File: config.mk
export PLATFORM = sky130hd
export DESIGN_NAME = lc3_control_unit
export DESIGN_NICKNAME = d
export VERILOG_FILES = /design/src/rtl/lc3_control_unit.sv
export SDC_FILE = /design/constraint.sdc
export NUM_CORES = 1
export LEC_CHECK = 0
export CAP_MARGIN = 20
export CORE_UTILIZATION = 52
export DETAILED_ROUTE_END_ITERATION = 10
export GPL_ROUTABILITY_DRIVEN = 0
export GPL_TIMING_DRIVEN = 0
export PLACE_DENSITY = 0.83
export SYNTH_ARGS = -nofsm -noshare
export SYNTH_HDL_FRONTEND = slang
export SYNTH_SLANG_ARGS = --single-unit
File: constraint.sdc
create_clock -name Clk -period 4.7 [get_ports Clk]
set_input_delay 1.175 -clock Clk [delete_from_list [all_inputs] [get_ports Clk]]
set_output_delay 1.175 -clock Clk [all_outputs]
set_load 0.02 [all_outputs]
File: src/rtl/lc3_control_unit.sv
// LC-3 instruction sequencer: fetch/decode/execute Moore FSM driving all datapath controls.
// Latency: outputs are a pure decode of the current state; memory states hold MEM_WAIT cycles.
// Backpressure: none; PAUSE stalls on Continue handshake. Optional TRAP path: LC3_CU_TRAP_EN.
module lc3_control_unit #(
    parameter int MEM_WAIT = 2
) (
    input  logic       Clk,
    input  logic       Reset,
    input  logic       Run,
    input  logic       Continue,
    input  logic [3:0] IR_15_12,
    input  logic       IR_11,
    input  logic       BEN,
    output logic       LD_MAR,
    output logic       LD_MDR,
    output logic       LD_IR,
    output logic       LD_BEN,
    output logic       LD_REG,
    output logic       LD_CC,
    output logic       LD_PC,
    output logic       GatePC,
    output logic       GateMDR,
    output logic       GateALU,
    output logic       GateMARMUX,
    output logic       ADDR1MUX,
    output logic [1:0] ADDR2MUX,
    output logic [1:0] PCMUX,
    output logic [1:0] DRMUX,
    output logic [1:0] SR1MUX,
    output logic       MARMUX,
    output logic [1:0] ALUK,
    output logic       MIO_EN,
    output logic       Mem_WE
);

    localparam logic [3:0] OP_BR    = 4'b0000;
    localparam logic [3:0] OP_ADD   = 4'b0001;
    localparam logic [3:0] OP_LD    = 4'b0010;
    localparam logic [3:0] OP_ST    = 4'b0011;
    localparam logic [3:0] OP_JSR   = 4'b0100;
    localparam logic [3:0] OP_AND   = 4'b0101;
    localparam logic [3:0] OP_LDR   = 4'b0110;
    localparam logic [3:0] OP_STR   = 4'b0111;
    localparam logic [3:0] OP_NOT   = 4'b1001;
    localparam logic [3:0] OP_LDI   = 4'b1010;
    localparam logic [3:0] OP_STI   = 4'b1011;
    localparam logic [3:0] OP_JMP   = 4'b1100;
    localparam logic [3:0] OP_PAUSE = 4'b1101;
    localparam logic [3:0] OP_LEA   = 4'b1110;
`ifdef LC3_CU_TRAP_EN
    localparam logic [3:0] OP_TRAP  = 4'b1111;
`endif

    // Last cycle index of a memory access state.
    localparam logic [3:0] WAIT_LAST = 4'(MEM_WAIT - 1);

    typedef enum logic [4:0] {
        HALTED,
        FETCH1,
        FETCH2,
        FETCH3,
        DECODE,
        EX_ADD,
        EX_AND,
        EX_NOT,
        BR1,
        BR2,
        EX_JMP,
        JSR1,
        JSR2,
        JSRR2,
        ADDR_PC,
        ADDR_REG,
        EX_LEA,
        MEM_RD1,
        MEM_IND,
        MEM_RD2,
        WRITEBACK,
        MDR_SR,
        MEM_WR,
        PAUSE1,
        PAUSE2
`ifdef LC3_CU_TRAP_EN
        ,
        TRAP1,
        TRAP2,
        TRAP3
`endif
    } state_t;

    state_t     state_q, state_d;
    logic [3:0] cnt_q, cnt_d;
    logic       mem_state;
    logic       wait_done;

    // State and wait-counter registers.
    always_ff @(posedge Clk) begin
        if (Reset) begin
            state_q <= HALTED;
            cnt_q   <= 4'd0;
        end else begin
            state_q <= state_d;
            cnt_q   <= cnt_d;
        end
    end

    // Wait counter: counts inside a memory state, zero everywhere else so every entry starts clean.
    always_comb begin
        mem_state = (state_q == FETCH2) || (state_q == MEM_RD1) ||
                    (state_q == MEM_RD2) || (state_q == MEM_WR);
        wait_done = (cnt_q == WAIT_LAST);
        cnt_d     = (mem_state && !wait_done) ? cnt_q + 4'd1 : 4'd0;
    end

    // Next-state and Moore output decode; every output defaults low.
    always_comb begin
        state_d    = state_q;
        LD_MAR     = 1'b0;
        LD_MDR     = 1'b0;
        LD_IR      = 1'b0;
        LD_BEN     = 1'b0;
        LD_REG     = 1'b0;
        LD_CC      = 1'b0;
        LD_PC      = 1'b0;
        GatePC     = 1'b0;
        GateMDR    = 1'b0;
        GateALU    = 1'b0;
        GateMARMUX = 1'b0;
        ADDR1MUX   = 1'b0;
        ADDR2MUX   = 2'b00;
        PCMUX      = 2'b00;
        DRMUX      = 2'b00;
        SR1MUX     = 2'b00;
        MARMUX     = 1'b0;
        ALUK       = 2'b00;
        MIO_EN     = 1'b0;
        Mem_WE     = 1'b0;

        case (state_q)
            HALTED: begin
                if (Run) state_d = FETCH1;
            end
            FETCH1: begin
                GatePC  = 1'b1;
                LD_MAR  = 1'b1;
                LD_PC   = 1'b1;
                state_d = FETCH2;
            end
            FETCH2: begin
                MIO_EN = 1'b1;
                LD_MDR = wait_done;
                if (wait_done) state_d = FETCH3;
            end
            FETCH3: begin
                GateMDR = 1'b1;
                LD_IR   = 1'b1;
                state_d = DECODE;
            end
            DECODE: begin
                LD_BEN = 1'b1;
                case (IR_15_12)
                    OP_ADD:                    state_d = EX_ADD;
                    OP_AND:                    state_d = EX_AND;
                    OP_NOT:                    state_d = EX_NOT;
                    OP_BR:                     state_d = BR1;
                    OP_JMP:                    state_d = EX_JMP;
                    OP_JSR:                    state_d = JSR1;
                    OP_LD, OP_LDI, OP_ST, OP_STI: state_d = ADDR_PC;
                    OP_LDR, OP_STR:            state_d = ADDR_REG;
                    OP_LEA:                    state_d = EX_LEA;
                    OP_PAUSE:                  state_d = PAUSE1;
`ifdef LC3_CU_TRAP_EN
                    OP_TRAP:                   state_d = TRAP1;
`endif
                    default:                   state_d = FETCH1;
                endcase
            end
            EX_ADD, EX_AND, EX_NOT: begin
                SR1MUX  = 2'b01;
                ALUK    = (state_q == EX_ADD) ? 2'b00 : (state_q == EX_AND) ? 2'b01 : 2'b10;
                GateALU = 1'b1;
                LD_REG  = 1'b1;
                LD_CC   = 1'b1;
                state_d = FETCH1;
            end
            BR1: begin
                state_d = BEN ? BR2 : FETCH1;
            end
            BR2: begin
                ADDR2MUX = 2'b10;
                PCMUX    = 2'b10;
                LD_PC    = 1'b1;
                state_d  = FETCH1;
            end
            EX_JMP: begin
                SR1MUX  = 2'b01;
                ALUK    = 2'b11;
                GateALU = 1'b1;
                PCMUX   = 2'b01;
                LD_PC   = 1'b1;
                state_d = FETCH1;
            end
            // R7 captures the return PC before the target is computed.
            JSR1: begin
                GatePC  = 1'b1;
                DRMUX   = 2'b01;
                LD_REG  = 1'b1;
                state_d = IR_11 ? JSR2 : JSRR2;
            end
            JSR2: begin
                ADDR2MUX = 2'b11;
                PCMUX    = 2'b10;
                LD_PC    = 1'b1;
                state_d  = FETCH1;
            end
            JSRR2: begin
                SR1MUX   = 2'b01;
                ADDR1MUX = 1'b1;
                PCMUX    = 2'b10;
                LD_PC    = 1'b1;
                state_d  = FETCH1;
            end
            ADDR_PC, ADDR_REG: begin
                if (state_q == ADDR_REG) begin
                    SR1MUX   = 2'b01;
                    ADDR1MUX = 1'b1;
                    ADDR2MUX = 2'b01;
                end else begin
                    ADDR2MUX = 2'b10;
                end
                MARMUX     = 1'b1;
                GateMARMUX = 1'b1;
                LD_MAR     = 1'b1;
                // Direct stores skip the read; STI needs its pointer fetched first.
                state_d = (IR_15_12 == OP_ST || IR_15_12 == OP_STR) ? MDR_SR : MEM_RD1;
            end
            EX_LEA: begin
                ADDR2MUX   = 2'b10;
                MARMUX     = 1'b1;
                GateMARMUX = 1'b1;
                LD_REG     = 1'b1;
                LD_CC      = 1'b1;
                state_d    = FETCH1;
            end
            MEM_RD1: begin
                MIO_EN = 1'b1;
                LD_MDR = wait_done;
                if (wait_done) begin
                    if (IR_15_12 == OP_LDI || IR_15_12 == OP_STI) state_d = MEM_IND;
`ifdef LC3_CU_TRAP_EN
                    else if (IR_15_12 == OP_TRAP)                 state_d = TRAP3;
`endif
                    else                                          state_d = WRITEBACK;
                end
            end
            MEM_IND: begin
                GateMDR = 1'b1;
                LD_MAR  = 1'b1;
                state_d = (IR_15_12 == OP_STI) ? MDR_SR : MEM_RD2;
            end
            MEM_RD2: begin
                MIO_EN = 1'b1;
                LD_MDR = wait_done;
                if (wait_done) state_d = WRITEBACK;
            end
            WRITEBACK: begin
                GateMDR = 1'b1;
                LD_REG  = 1'b1;
                LD_CC   = 1'b1;
                state_d = FETCH1;
            end
            // Store data passes through the ALU; MIO_EN stays low so MDR takes the bus.
            MDR_SR: begin
                ALUK    = 2'b11;
                GateALU = 1'b1;
                LD_MDR  = 1'b1;
                state_d = MEM_WR;
            end
            MEM_WR: begin
                Mem_WE = 1'b1;
                if (wait_done) state_d = FETCH1;
            end
            PAUSE1: begin
                if (Continue) state_d = PAUSE2;
            end
            PAUSE2: begin
                if (!Continue) state_d = FETCH1;
            end
`ifdef LC3_CU_TRAP_EN
            TRAP1: begin
                GatePC  = 1'b1;
                DRMUX   = 2'b01;
                LD_REG  = 1'b1;
                state_d = TRAP2;
            end
            TRAP2: begin
                GateMARMUX = 1'b1;
                LD_MAR     = 1'b1;
                state_d    = MEM_RD1;
            end
            TRAP3: begin
                GateMDR = 1'b1;
                PCMUX   = 2'b01;
                LD_PC   = 1'b1;
                state_d = FETCH1;
            end
`endif
            default: state_d = HALTED;
        endcase
    end

endmodule
==> impl_metrics.csv, run 1 <==
group,metric,value,unit
finish,flow.area_growth_from_synthesis,30.35,%
synth,synth-seq-area-share,14.19,%
global_routing,global_route.overflow_total,0,
pwr,power_frac_seq,18.0,%
clock_tree,postCtsResizedCells,0,
drt,dr_total_vias,1469,
global_routing,global_route_wire_length_before_repair,5.885,mm
sta,rsz0062_at_grt,"no",
synth,synth_top_area_cell,"dfxtp_1",
critical_path,crit_fanout,10,
min_path,min_path_type,"reg -> reg",
global_routing,antenna_found_initial,0,
synth,netlist_top_cells_area,"dfxtp_1 14%, ha_1 7.9%, nor2b_1 5.4%",
sta,fin_crit,3.838,ns
critical_path,worst-endpoint-arrival,2.66,ns
die,initial_cell_density_of_the_core,56.33,%
synth,synth_edf_count,0,
clock_tree,cts_num_sinks,9,
synth,synth.cell_area,1270,sq um
critical_path,critical_path.startpoint_type,"flip-flop",
die,top_level_ports,35,
clock_tree,cts-hold-fix-buffers,0,
finish,n_antenna_cell,0,
sta,slew-limit-headroom,62.61,%
die,placementRows,17,
finish,fill_cells,205,
clock_tree,clk_pin_slew,0.06,ns
drt,routed_wl,3.594,mm
sta,finalHoldWorstSlack,0.4688,ns
clock_tree,htree_num_levels,1,
synth,synthArstFlopShare,0,%
clock_tree,post-cts-setup-buffers,0,
global_routing,met2_track_demand_over_resource_in_global_routing,50.43,%
finish,final_net_count,238,
synth,ys_warn_count,0,
sta,final.setup_skew,0.003189,ns
job,max_cap_viol_count,0,
drt,detail-route-antenna-nets,0,
drt,post-route-drc-count,0,
global_routing,use_met1,36.48,%
global_routing,largest_net_degree_at_the_start_of_global_routing,11,
die,die_width,51.42,um
clock_tree,tritoncts,"built",
pwr,ir_drop,0.2506,mV
drt,drt-initial-drc-count,76,
synth,yosys.area.top_type_share,14.19,%
sta,highest_clock_rate,260.6,MHz
global_routing,overall_routing_resource_usage,29.25,%
drt,first_pass_drt_iterations,4,
clock_tree,cts_root_buffer,"clkbuf_4",
critical_path,crit_type,"reg -> out",
sta,post-route-period-util,81.65,%
synth,synthFlopType,"dfxtp_1",
outcome,outcome,"finished clean",
clock_tree,cts_buffer_depth,2,
drt,via_per_inst,5.947,
sta,finalHoldViolations,0,
synth,syn-mean-instance-area,6.978,sq um
synth,synthesis.instances,182,
pwr,power.switching,282.2,uW
global_routing,most_used_layer_global_route,"met2",
pwr,internal_power,288.0,uW
die,floorplan.die_area,2644,sq um
critical_path,worstPathCellList,"buf_6 > clkbuf_1 > buf_1 > nand2_1 > o31ai_1 > buf_4 > clkdlybuf4s50_1",
critical_path,cpPeakStageDelay,0.59,ns
synth,synth.lib_cells_used.distinct,54,
sta,final_max_slew_viol_count,0,
pwr,totalPowerFinal,570.3,uW
critical_path,critical_path.endpoint_type,"output pin",
pwr,power.leakage,0.6319,nW
pwr,power.share.combinational,71.9,%
drt,wl_per_cell,14.55,um
clock_tree,cts_buffers,3,
critical_path,critPathSlowestCell,"clkdlybuf4s50_1",
sta,timing.setup.tns,0,ns
pwr,power.clock.fraction,10.2,%
synth,postSynthRegisterBits,9,
placed_design,detailedPlacementHpwl,2.806,mm
die,die_height,51.42,um
critical_path,worst_reg_to_reg_setup_slack,2.70,ns
pwr,power.switching_fraction,49.49,%
sta,setup_viol,0,
pwr,power_density,344.5,nW/um^2
global_routing,grtUsageMet3,4.762,%
clock_tree,clock_insertion_delay_worst_skew,0.26,ns
placed_design,numPortBuffers,32,
global_routing,vias_in_the_first_global_route,1318,
critical_path,critical_path_required,3.52,ns
sta,worstMarginPinSlew,0.5596,ns
die,core_area,2255,sq um
finish,layout-drive-gt1-share,7.306,%
## through the flow
stage               instances  setup slack (ns)  cell area (sq um)  utilization, %
global route              247            0.6804               1655           73.42
finish                    247            0.8623               1655           73.42
CTS                       247            0.9089               1655           73.42
floorplan                 183             1.571               1274               -
detailed placement        243             1.189               1629           72.25
global placement          243             1.211               1629           72.25
## cells in the mapped netlist, types with 3 or more instances
| master | count |
|---|---|
| nor2_1 | 18 |
| nand2_1 | 17 |
| o21ai_0 | 13 |
| nor2b_1 | 11 |
| clkbuf_1 | 10 |
| nand2b_1 | 10 |
| a21oi_1 | 9 |
| dfxtp_1 | 9 |
| ha_1 | 8 |
| inv_1 | 6 |
| nor3_1 | 6 |
| buf_4 | 4 |
| nand3_1 | 4 |
| a211oi_1 | 3 |
| nor3b_1 | 3 |
## metal layers
metal	vias to the layer above	part of all wire [%]
met4	0	1.8
met3	8	7.8
met1	665	41
li1	726	-
met5	-	0
met2	70	49
## flip-flops by register name, summed over array words and instances (netlist names)
signal   count
cnt_q        4
state_q      5
## power groups by stage
stage	clock network [mW]	registers [mW]	logic, mW
6_report	0.0579	0.103	0.410
3_5_place_dp	0	0.103	0.402
2_1_floorplan	0	0.0993	0.279
4_1_cts	0.0598	0.102	0.405
5_1_grt	0.0638	0.105	0.445
3_3_place_gp	0	0.102	0.397
## layout make-up
type,instances,area (sq um),area share [%]
multi-input cells,149,974.7,58.88
repair buffers,32,320.3,19.35
flip-flops and latches,9,180.2,10.88
plain buffers,19,96.34,5.820
well taps,28,35.03,2.116
clock buffers,4,26.28,1.587
inverters,6,22.52,1.361
## layout by cell type (no fill, tap or decap), types with 3 or more instances in the layout
cell type and count:
clkbuf_1 11, dfxtp_1 9, clkdlybuf4s50_1 32, nor3_1 6, clkbuf_4 3, o21ai_0 13, nand2b_1 10, nor2b_1 11
nand3_1 4, nor2_1 18, nand2_1 17, a21oi_1 9, nor3b_1 3, a211oi_1 3, buf_4 4, ha_1 8
inv_1 6
## path summary, 6_finish.rpt
path              startpoint    endpoint  depth (start not counted)
setup / recovery  state_q[4]      MARMUX                          7
hold / removal      cnt_q[0]    cnt_q[0]                          1
setup reg to reg  state_q[0]  state_q[1]                          5
hold reg to reg     cnt_q[0]    cnt_q[0]                          1
## critical path, delay by kind of cell, from the launching register on
family / cells / cell delay [ns]
AO/OA/AOI/OAI: 1 / 0.30
buffers and inverters: 5 / 1.65
flip-flops: 1 / 0.32
AND/OR/NAND/NOR: 1 / 0.14
## kinds of logic after synthesis
group                    after synthesis  share of synthesized area (%)
AO/OA/AOI/OAI                         48                          26.60
XOR/XNOR                               3                          2.069
adder cells (fa/ha/maj)                8                          7.882
buffers and inverters                 25                          9.360
flip-flops                             9                          14.19
multiplexers                           3                          2.463
other                                  1                         0.2953
AND/OR/NAND/NOR                       85                          37.14
Note: power is estimated with default switching activity, not from simulation.
==> run 2: changes to the inputs <==
--- a/config.mk
+++ b/config.mk
@@ -6,11 +6,11 @@
 export NUM_CORES = 1
 export LEC_CHECK = 0
 export CAP_MARGIN = 20
-export CORE_UTILIZATION = 52
+export CORE_UTILIZATION = 44
 export DETAILED_ROUTE_END_ITERATION = 10
 export GPL_ROUTABILITY_DRIVEN = 0
 export GPL_TIMING_DRIVEN = 0
-export PLACE_DENSITY = 0.83
+export PLACE_DENSITY = 0.74
 export SYNTH_ARGS = -nofsm -noshare
 export SYNTH_HDL_FRONTEND = slang
 export SYNTH_SLANG_ARGS = --single-unit
==> constraint.sdc (replaced) <==
create_clock -name Clk -period 3.2 [get_ports Clk]
set_input_delay 0.8 -clock Clk [delete_from_list [all_inputs] [get_ports Clk]]
set_output_delay 0.8 -clock Clk [all_outputs]
set_load 0.02 [all_outputs]
==> run 2 against run 1 <==
Sequential power grew 46%. Routed wire length grew 2.8%. Critical path depth shrank 1. Critical path type unchanged.
==> impl_metrics.csv, run 2 (same netlist as run 1, synthesis figures left out) <==
group,metric,value,unit
critical_path,critical_path.startpoint_type,"flip-flop",
die,placementRows,19,
die,top_level_ports,35,
pwr,ir_drop,0.3757,mV
placed_design,placement.setup.worst_slack,0.03502,ns
critical_path,critical_path.endpoint_type,"output pin",
sta,finalHoldViolations,0,
finish,register_with_the_highest_flop_count,"state_q",
drt,wl_per_cell,14.90,um
finish,largest_register_ff_count,5,
job,max_cap_viol_count,0,
pwr,totalPowerFinal,856.0,uW
clock_tree,clk_pin_slew,0.06,ns
global_routing,global_route.overflow_total,0,
sta,finalWorstSetupSlack,0.05121,ns
global_routing,antenna_found_initial,0,
pwr,power.switching,422.6,uW
finish,largestRegisters,"state_q: 5 flops, cnt_q: 4 flops",
global_routing,vias_in_the_first_global_route,1437,
finish,layout.core_utilization,61.33,%
finish,n_antenna_cell,0,
finish,mostFrequentLayoutCells,"30 x clkdlybuf4s50_1, 18 x nor2_1, 17 x nand2_1",
pwr,internal_power,433.4,uW
critical_path,cpPeakStageDelay,0.63,ns
critical_path,r2r-start,"cnt_q[0]",
pwr,power.leakage,0.7003,nW
pwr,power.switching_fraction,49.37,%
placed_design,numPortBuffers,32,
sta,setup_viol,0,
placed_design,detailedPlacementHpwl,2.920,mm
drt,routed_wl,3.696,mm
die,die_height,55.73,um
die,core_area,2734,sq um
drt,detail-route-antenna-nets,0,
die,die_width,55.73,um
pwr,power.share.combinational,72.3,%
die,initial_cell_density_of_the_core,46.45,%
placed_design,post_dp_cell_area,1633,sq um
critical_path,cp_num_buf_inv,2,
clock_tree,cts_root_buffer,"clkbuf_4",
critical_path,worst_reg_to_reg_setup_slack,1.17,ns
outcome,outcome,"finished clean",
critical_path,crit_cells,6,
clock_tree,clock_insertion_delay_worst_skew,0.26,ns
finish,fill_cells,266,
sta,final.setup_skew,0.002007,ns
critical_path,crit_family,"buffers and inverters",
drt,post-route-drc-count,0,
critical_path,critical_path_required,2.40,ns
sta,rsz0062_at_grt,"yes",
clock_tree,cts_buffer_depth,2,
critical_path,critPathSlowestCell,"clkdlybuf4s50_1",
clock_tree,cts_buffers,3,
finish,flow.area_growth_from_synthesis,32.02,%
sta,finalHoldWorstSlack,0.4780,ns
drt,drt-initial-drc-count,60,
min_path,min_path_type,"reg -> reg",
drt,via_per_inst,5.980,
critical_path,crit_type,"reg -> out",
sta,worstMarginPinSlew,0.5149,ns
clock_tree,cts_num_sinks,9,
sta,slew-limit-headroom,65.60,%
finish,sequential_cell_area,180.2,sq um
finish,multi_input_area,982.2,sq um
sta,final_max_slew_viol_count,0,
pwr,power_density,510.5,nW/um^2
critical_path,rr_endpoint,"state_q[3]",
global_routing,overall_routing_resource_usage,24.67,%
pwr,power_frac_seq,17.5,%
finish,layout-drive-gt1-share,11.98,%
sta,post-route-period-util,98.40,%
die,floorplan.die_area,3105,sq um
critical_path,crit_fanout,10,
critical_path,timing.critical_path.from,"state_q[0]",
clock_tree,htree_num_levels,1,
global_routing,global_route_wire_length_before_repair,6.244,mm
critical_path,worstPathCellList,"clkbuf_2 > nor2b_1 > nor2b_1 > nand2_1 > o21ai_0 > clkdlybuf4s50_1",
sta,fin_crit,3.149,ns
sta,highest_clock_rate,317.6,MHz
drt,first_pass_drt_iterations,4,
critical_path,worst-endpoint-arrival,2.35,ns
global_routing,largest_net_degree_at_the_start_of_global_routing,19,
pwr,power.clock.fraction,10.2,%
critical_path,cp-endpoint,"ALUK[0]",
clock_tree,cts-hold-fix-buffers,0,
clock_tree,tritoncts,"built",
finish,final_design_area_no_fill,1677,sq um
finish,final_net_count,236,
critical_path,critPathMostFrequentCell,"nor2b_1",
drt,dr_total_vias,1483,
finish,layout_commonest_cell,"clkdlybuf4s50_1",
critical_path,reg2reg_depth,6,
==> run 2: layout make-up <==
class                           instances  area share (%)
Inverter                                6           1.343
Timing Repair Buffer                   32           19.40
Multi-Input combinational cell        149           58.58
Sequential cell                         9           10.75
Clock buffer                            4           1.567
Buffer                                 17           6.045
Tap cell                               31           2.313
==> run 2: per-layer routing <==
| layer | up-vias | GRT usage [%] | wire length, um |
|---|---|---|---|
| li1 | 719 | - | - |
| met1 | 689 | 28.45 | 1472 |
| met2 | 63 | 45.27 | 1857 |
| met3 | 12 | 4.884 | 258 |
| met4 | 0 | 7.857 | 108 |
| met5 | - | 0 | 0 |
==> run 2: stage by stage <==
stage	TNS, ns	std cells
floorplan	0	183
global placement	0	246
detailed placement	0	246
CTS	0	248
global route	-0.09001	248
finish	0	248
==> run 2: power by group through the flow <==
stage               clock network [mW]  registers (mW)  logic, mW
floorplan                            0           0.146      0.410
global placement                     0           0.150      0.585
detailed placement                   0           0.151      0.597
CTS                             0.0889           0.149      0.606
global route                    0.0956           0.154      0.663
finish                          0.0872           0.150      0.619
==> run 2: worst min path at each step <==
stage	start	end	slack [ns]	cells after the start
floorplan	cnt_q[0]	cnt_q[0]	0.43	1
global placement	cnt_q[0]	cnt_q[0]	0.45	1
detailed placement	cnt_q[0]	cnt_q[0]	0.47	1
CTS	cnt_q[0]	cnt_q[0]	0.49	1
global route	cnt_q[0]	cnt_q[0]	0.52	1
finish	cnt_q[0]	cnt_q[0]	0.48	1
==> run 2: timing repair <==
| item | in CTS | in global routing |
|---|---|---|
| gates cloned | 0 | 0 |
| resized for setup | 7 | 9 |
| setup endpoints to repair | 16 | 10 |
| setup buffers | 0 | 0 |
==> patch 1: new RTL, config.mk and constraints of run 2 <==
Make the reset (`Reset`) asynchronous in one clocked block.
--- a/src/rtl/lc3_control_unit.sv
+++ b/src/rtl/lc3_control_unit.sv
@@ -96,3 +96,3 @@
     // State and wait-counter registers.
-    always_ff @(posedge Clk) begin
+    always_ff @(posedge Clk or posedge Reset) begin
         if (Reset) begin
Formal check against the unedited RTL: differs if Reset is asserted again (counterexample within 4 cycles, from zero or initial values and one cycle with Reset high); with Reset held inactive, the same outputs for 10 cycles.
==> patch 1 against run 2 <==
- synthesized cell count shrank 2.7%
- area after synthesis rose by 0.30%
- wire length fell by 4.2%
- setup slack better by 0.064 ns
- sequential cell count stayed put
- fmax rose by 2.1%
- global-route usage down 0.95 points
- final area is 1.1% higher
- highest routed layer unchanged
Power is not compared: it rests on default switching activity, and its combinational part moved more than twofold at a synthesized area within 25%.
==> patch 1: results (changes against run 2) <==
| Metric | Value |
|---|---|
| Status | `complete, no violations` |
| VDD IR-drop max | `between 600 and 700 uV` |
| Drt via density | `5.93 (-0.76%)` |
| Ys async rst share | `1.00 (+1.00)` |
| Synth top area cells | `dfrtp_1 18%, ha_1 7.9%, nand2b_1 5.9%, nand2_1 5.6%, nor2_1 5.0%` |
| Initial antenna violation count | `0 (unchanged)` |
| First-pass GRT wire length | `5910 um (-5.4%)` |
| Class of the worst hold path | `register to register` |
| P_leak | `about 0.72 nW` |
| WP data arrival | `2.29 ns (-0.06 ns)` |
| Commonest cells post-synth | `19 x nand2_1, 17 x nor2_1, 12 x a21oi_1, 12 x nand2b_1, 9 x dfrtp_1` |
| Clock buffer depth | `2 (unchanged)` |
| Slowest cell on crit path | `clkdlybuf4s50_1` |
| TritonCTS Buffers | `3 (unchanged)` |
| Clk_lat worst skew | `approximately 0.27 ns` |
| Regs by FF count | `state_q: 5 flops, cnt_q: 4 flops` |
| Placed cells | `241 (-2.0%)` |
| Reg clk slew, reported paths | `0.06 ns (about the same)` |
| GRT Overall Usage | `0.237 (-0.00947)` |
| Worst-margin pin slew | `0.528 ns (+0.0127 ns)` |
| N_diodes | `0 (unchanged)` |
| Top Family by Delay on Critical Path | `buffers and inverters` |
| Syn avg cell area | `7.20 um2 (+3.1%)` |
| Max H-tree Level | `1 (unchanged)` |
| Share of cells above drive strength 1 | `0.127 (+0.00694)` |
| Final Skew | `0.00901 ns (+0.00701 ns)` |
| Seq/Total Area, Yosys | `0.177 (+0.0349)` |
| Layout Nets | `232 (-1.7%)` |
| Post-synth EDFFs | `0 (unchanged)` |
| Syn. warnings | `0 (unchanged)` |
| Slowest stage delay, CP | `between 0.6 and 0.7 ns` |
| Fillers | `263 (-1.1%)` |
| Distinct cells, synth | `49 (-9.3%)` |
| DR WL/cell | `14.5 um (-2.6%)` |
| Largest net degree at the start of global routing | `20 (+1)` |
| Crit-path max FO | `10 (unchanged)` |
| Vias in the first global route | `1,305 (-9.2%)` |
| Pre-antenna DRT Iters | `4 (unchanged)` |
| IO Port Bufs | `32 (unchanged)` |
| Routed wire length | `3540 um (-4.2%)` |
| Iter 0 DRT Violations | `71 (+18%)` |
| Root Driver | `clkbuf_4` |
| Dpl hpwl | `2770 um (-5.1%)` |
## patch 1: changes by cell type after synthesis, moves of 3 or more
cell	delta
o21ai_1	+5
nor2b_1	-7
nand3b_1	+3
dfrtp_1	+9
buf_2	+6
a21oi_1	+3
clkbuf_1	-8
dfxtp_1	-9
o21ai_0	-6
## patch 1: worst paths after layout
check | startpoint | to | slack [ns] | cells past startpoint
worst max register to register | state_q[0] | state_q[1] | 1.27 | 6
worst min-delay path | cnt_q[0] | cnt_q[0] | 0.50 | 1
worst min register to register | cnt_q[0] | cnt_q[0] | 0.50 | 1
min in group asynchronous | Reset | cnt_q[1] | 0.78 | 2
worst max-delay path | state_q[0] | LD_PC | 0.11 | 5
max in group asynchronous | Reset | state_q[1] | 2.14 | 2
## patch 1: repair_timing
item                                    in CTS  in global routing
buffers inserted                             0                  0
pin swaps                                    0                  0
endpoints found under the setup margin       9                  9
gates resized for setup                      4                 11
## patch 1: through the flow
step,cell area [um2],setup slack (ns),setup TNS [ns],hold slack [ns],utilization
2_1_floorplan,1280,0.635,0,0.461,-
3_3_place_gp,1640,0.0884,0,0.476,0.593
3_5_place_dp,1640,-0.00107,-0.00107,0.491,0.593
4_1_cts,1670,0.00252,0,0.500,0.604
5_1_grt,1700,-0.0246,-0.0246,0.534,0.615
6_report,1700,0.115,0,0.495,0.615
## patch 1: worst reg2reg max path: cells and delay by family, from the launching register on
family | cells | cell delay, ns
buffers and inverters | 1 | 0.20
muxes | 1 | 0.31
and+or+nand+nor | 1 | 0.10
DFF | 1 | 0.40
AOI/OAI and AO/OA | 3 | 0.81
## patch 1: per-layer routing
| layer | vias to the layer above | global-route usage | share of wire |
|---|---|---|---|
| met2 | 73 | 0.391 | 0.48 |
| li1 | 698 | - | - |
| met3 | 8 | 0.0488 | 0.075 |
| met4 | 0 | 0.0929 | 0.019 |
| met5 | - | 0 | 0 |
| met1 | 669 | 0.303 | 0.42 |
## patch 1: where the power goes
group	internal (mW)	total [mW]	switching, mW
combinational	0.579	1.32	0.743
clock	0.0481	0.0880	0.0400
sequential	0.152	0.198	0.0456
## patch 1: cell families after synthesis
logic type	count (synthesis)	synth area share
and+or+nand+nor	84	0.363
DFF	9	0.177
adders and majority gates	8	0.0786
buffers and inverters	22	0.0815
AOI/OAI and AO/OA	46	0.237
xor gates and xnor gates	3	0.0206
other	1	0.00294
muxes	4	0.0393
## patch 1: cell type report
| cell class | instances | area, um2 | area share |
|---|---|---|---|
| clock buffer | 4 | 26.3 | 0.0155 |
| inverter | 6 | 22.5 | 0.0133 |
| sequential | 9 | 226 | 0.134 |
| tap | 31 | 38.8 | 0.0229 |
| multi-input combinational | 147 | 962 | 0.568 |
| timing repair buffer | 32 | 323 | 0.190 |
| buffer | 15 | 96.3 | 0.0568 |
==> patch 2: new RTL, config.mk and constraints of run 2 <==
Made on the original files. The option `LC3_CU_TRAP_EN` is turned on by a define.
--- a/src/rtl/lc3_control_unit.sv
+++ b/src/rtl/lc3_control_unit.sv
@@ -3,2 +3,4 @@
 // Backpressure: none; PAUSE stalls on Continue handshake. Optional TRAP path: LC3_CU_TRAP_EN.
+`define LC3_CU_TRAP_EN
+
 module lc3_control_unit #(
Formal check against the unedited RTL: not equivalent (Yosys sat finds a counterexample within 10 cycles, from zero or initial values and one cycle with Reset high).
==> patch 2 against run 2 <==
- the run now ends with design-rule violations left
- global-route usage decreased by 1.6 points
- wire length down 0.73%
- setup slack gained 0.072 ns
- sequential share of layout area fell by 0.14 points
- clock skew rose by 0.0033 ns
- first-iteration DRC count increased by 58%
- total power grew 1.4%
- sequential cell count did not move
- final area up 1.3%
- area after synthesis is 3.5% higher
- highest routed layer unchanged
==> patch 2: results (changes against run 2) <==
| Metric | Value |
|---|---|
| Placed cells | `248 (+0.81%)` |
| # DRC | `4 (+4)` |
| Worst setup endpoint | `GatePC` |
| R2R setup slack | `1.46 ns (+0.29 ns)` |
| Drt via density | `5.93 (-0.79%)` |
| Multi-input combinational cell count | `152 (+2.0%)` |
| Vias in the first global route | `1,345 (-6.4%)` |
| Switching share of power | `0.491 (-0.00261)` |
| Start of the worst register-to-register path | `state_q[3]` |
| Failing checks | `design-rule violations` |
| Critical path startpoint | `state_q[1]` |
| M1 GR Usage | `0.299 (+0.0141)` |
| Dpl hpwl | `2790 um (-4.6%)` |
| GRT Overall Usage | `0.231 (-0.0160)` |
| Inverters | `8 (+2)` |
| Status | `complete, but fails checks` |
| Clock-cell share | `0.0155 (-0.000208)` |
| Maximum clock frequency | `0.325 GHz (+2.3%)` |
| Wire length on met3 | `343 um (+33%)` |
| Pre-antenna DRT Iters | `7 (+3)` |
| Non-clk bufs | `48 (-2.0%)` |
| DR WL/cell | `14.6 um (-2.3%)` |
| Metal2 WL | `1800 um (-3.1%)` |
| IO Port Bufs | `31 (-3.1%)` |
| Seq/total area | `0.106 (-0.00142)` |
| Post-CTS sizing | `0 (-7)` |
| Buffering overhead | `0.247 (-0.00705)` |
| Synth top area cells | `dfxtp_1 14%, ha_1 7.6%, nor2_1 5.7%, nand2_1 5.1%, nand2b_1 4.8%` |
| P_leak | `0.625 nW (-11%)` |
| Routed wire length | `3670 um (-0.73%)` |
| Cells after synthesis | `185 (+1.6%)` |
| Largest net degree at the start of global routing | `11 (-8)` |
| Seq/Total Area, Yosys | `0.137 (-0.00486)` |
==> patch 2: cells by family after synthesis <==
family	share of synthesized area
compound gates	0.272
xor+xnor	0.0333
fa+ha+maj	0.0761
buf+inv	0.103
flops	0.137
mux	0.0571
other cells	0.00285
simple gates	0.319
==> patch 2: power by group through the flow <==
| stage | Sequential [mW] | Clock (mW) | Combinational, mW |
|---|---|---|---|
| global route | 0.155 | 0.0945 | 0.681 |
| global placement | 0.151 | 0 | 0.615 |
| floorplan | 0.147 | 0 | 0.445 |
| detailed placement | 0.153 | 0 | 0.618 |
| finish | 0.151 | 0.0838 | 0.633 |
| CTS | 0.150 | 0.0877 | 0.621 |
==> patch 2: worst max-delay path, cell delays in order (launching register included) <==
cell             delay, ns
dfxtp_1               0.33
clkbuf_4              0.22
clkbuf_4              0.24
buf_2                 0.27
mux2i_1               0.19
and3_1                0.16
clkdlybuf4s50_1       0.60
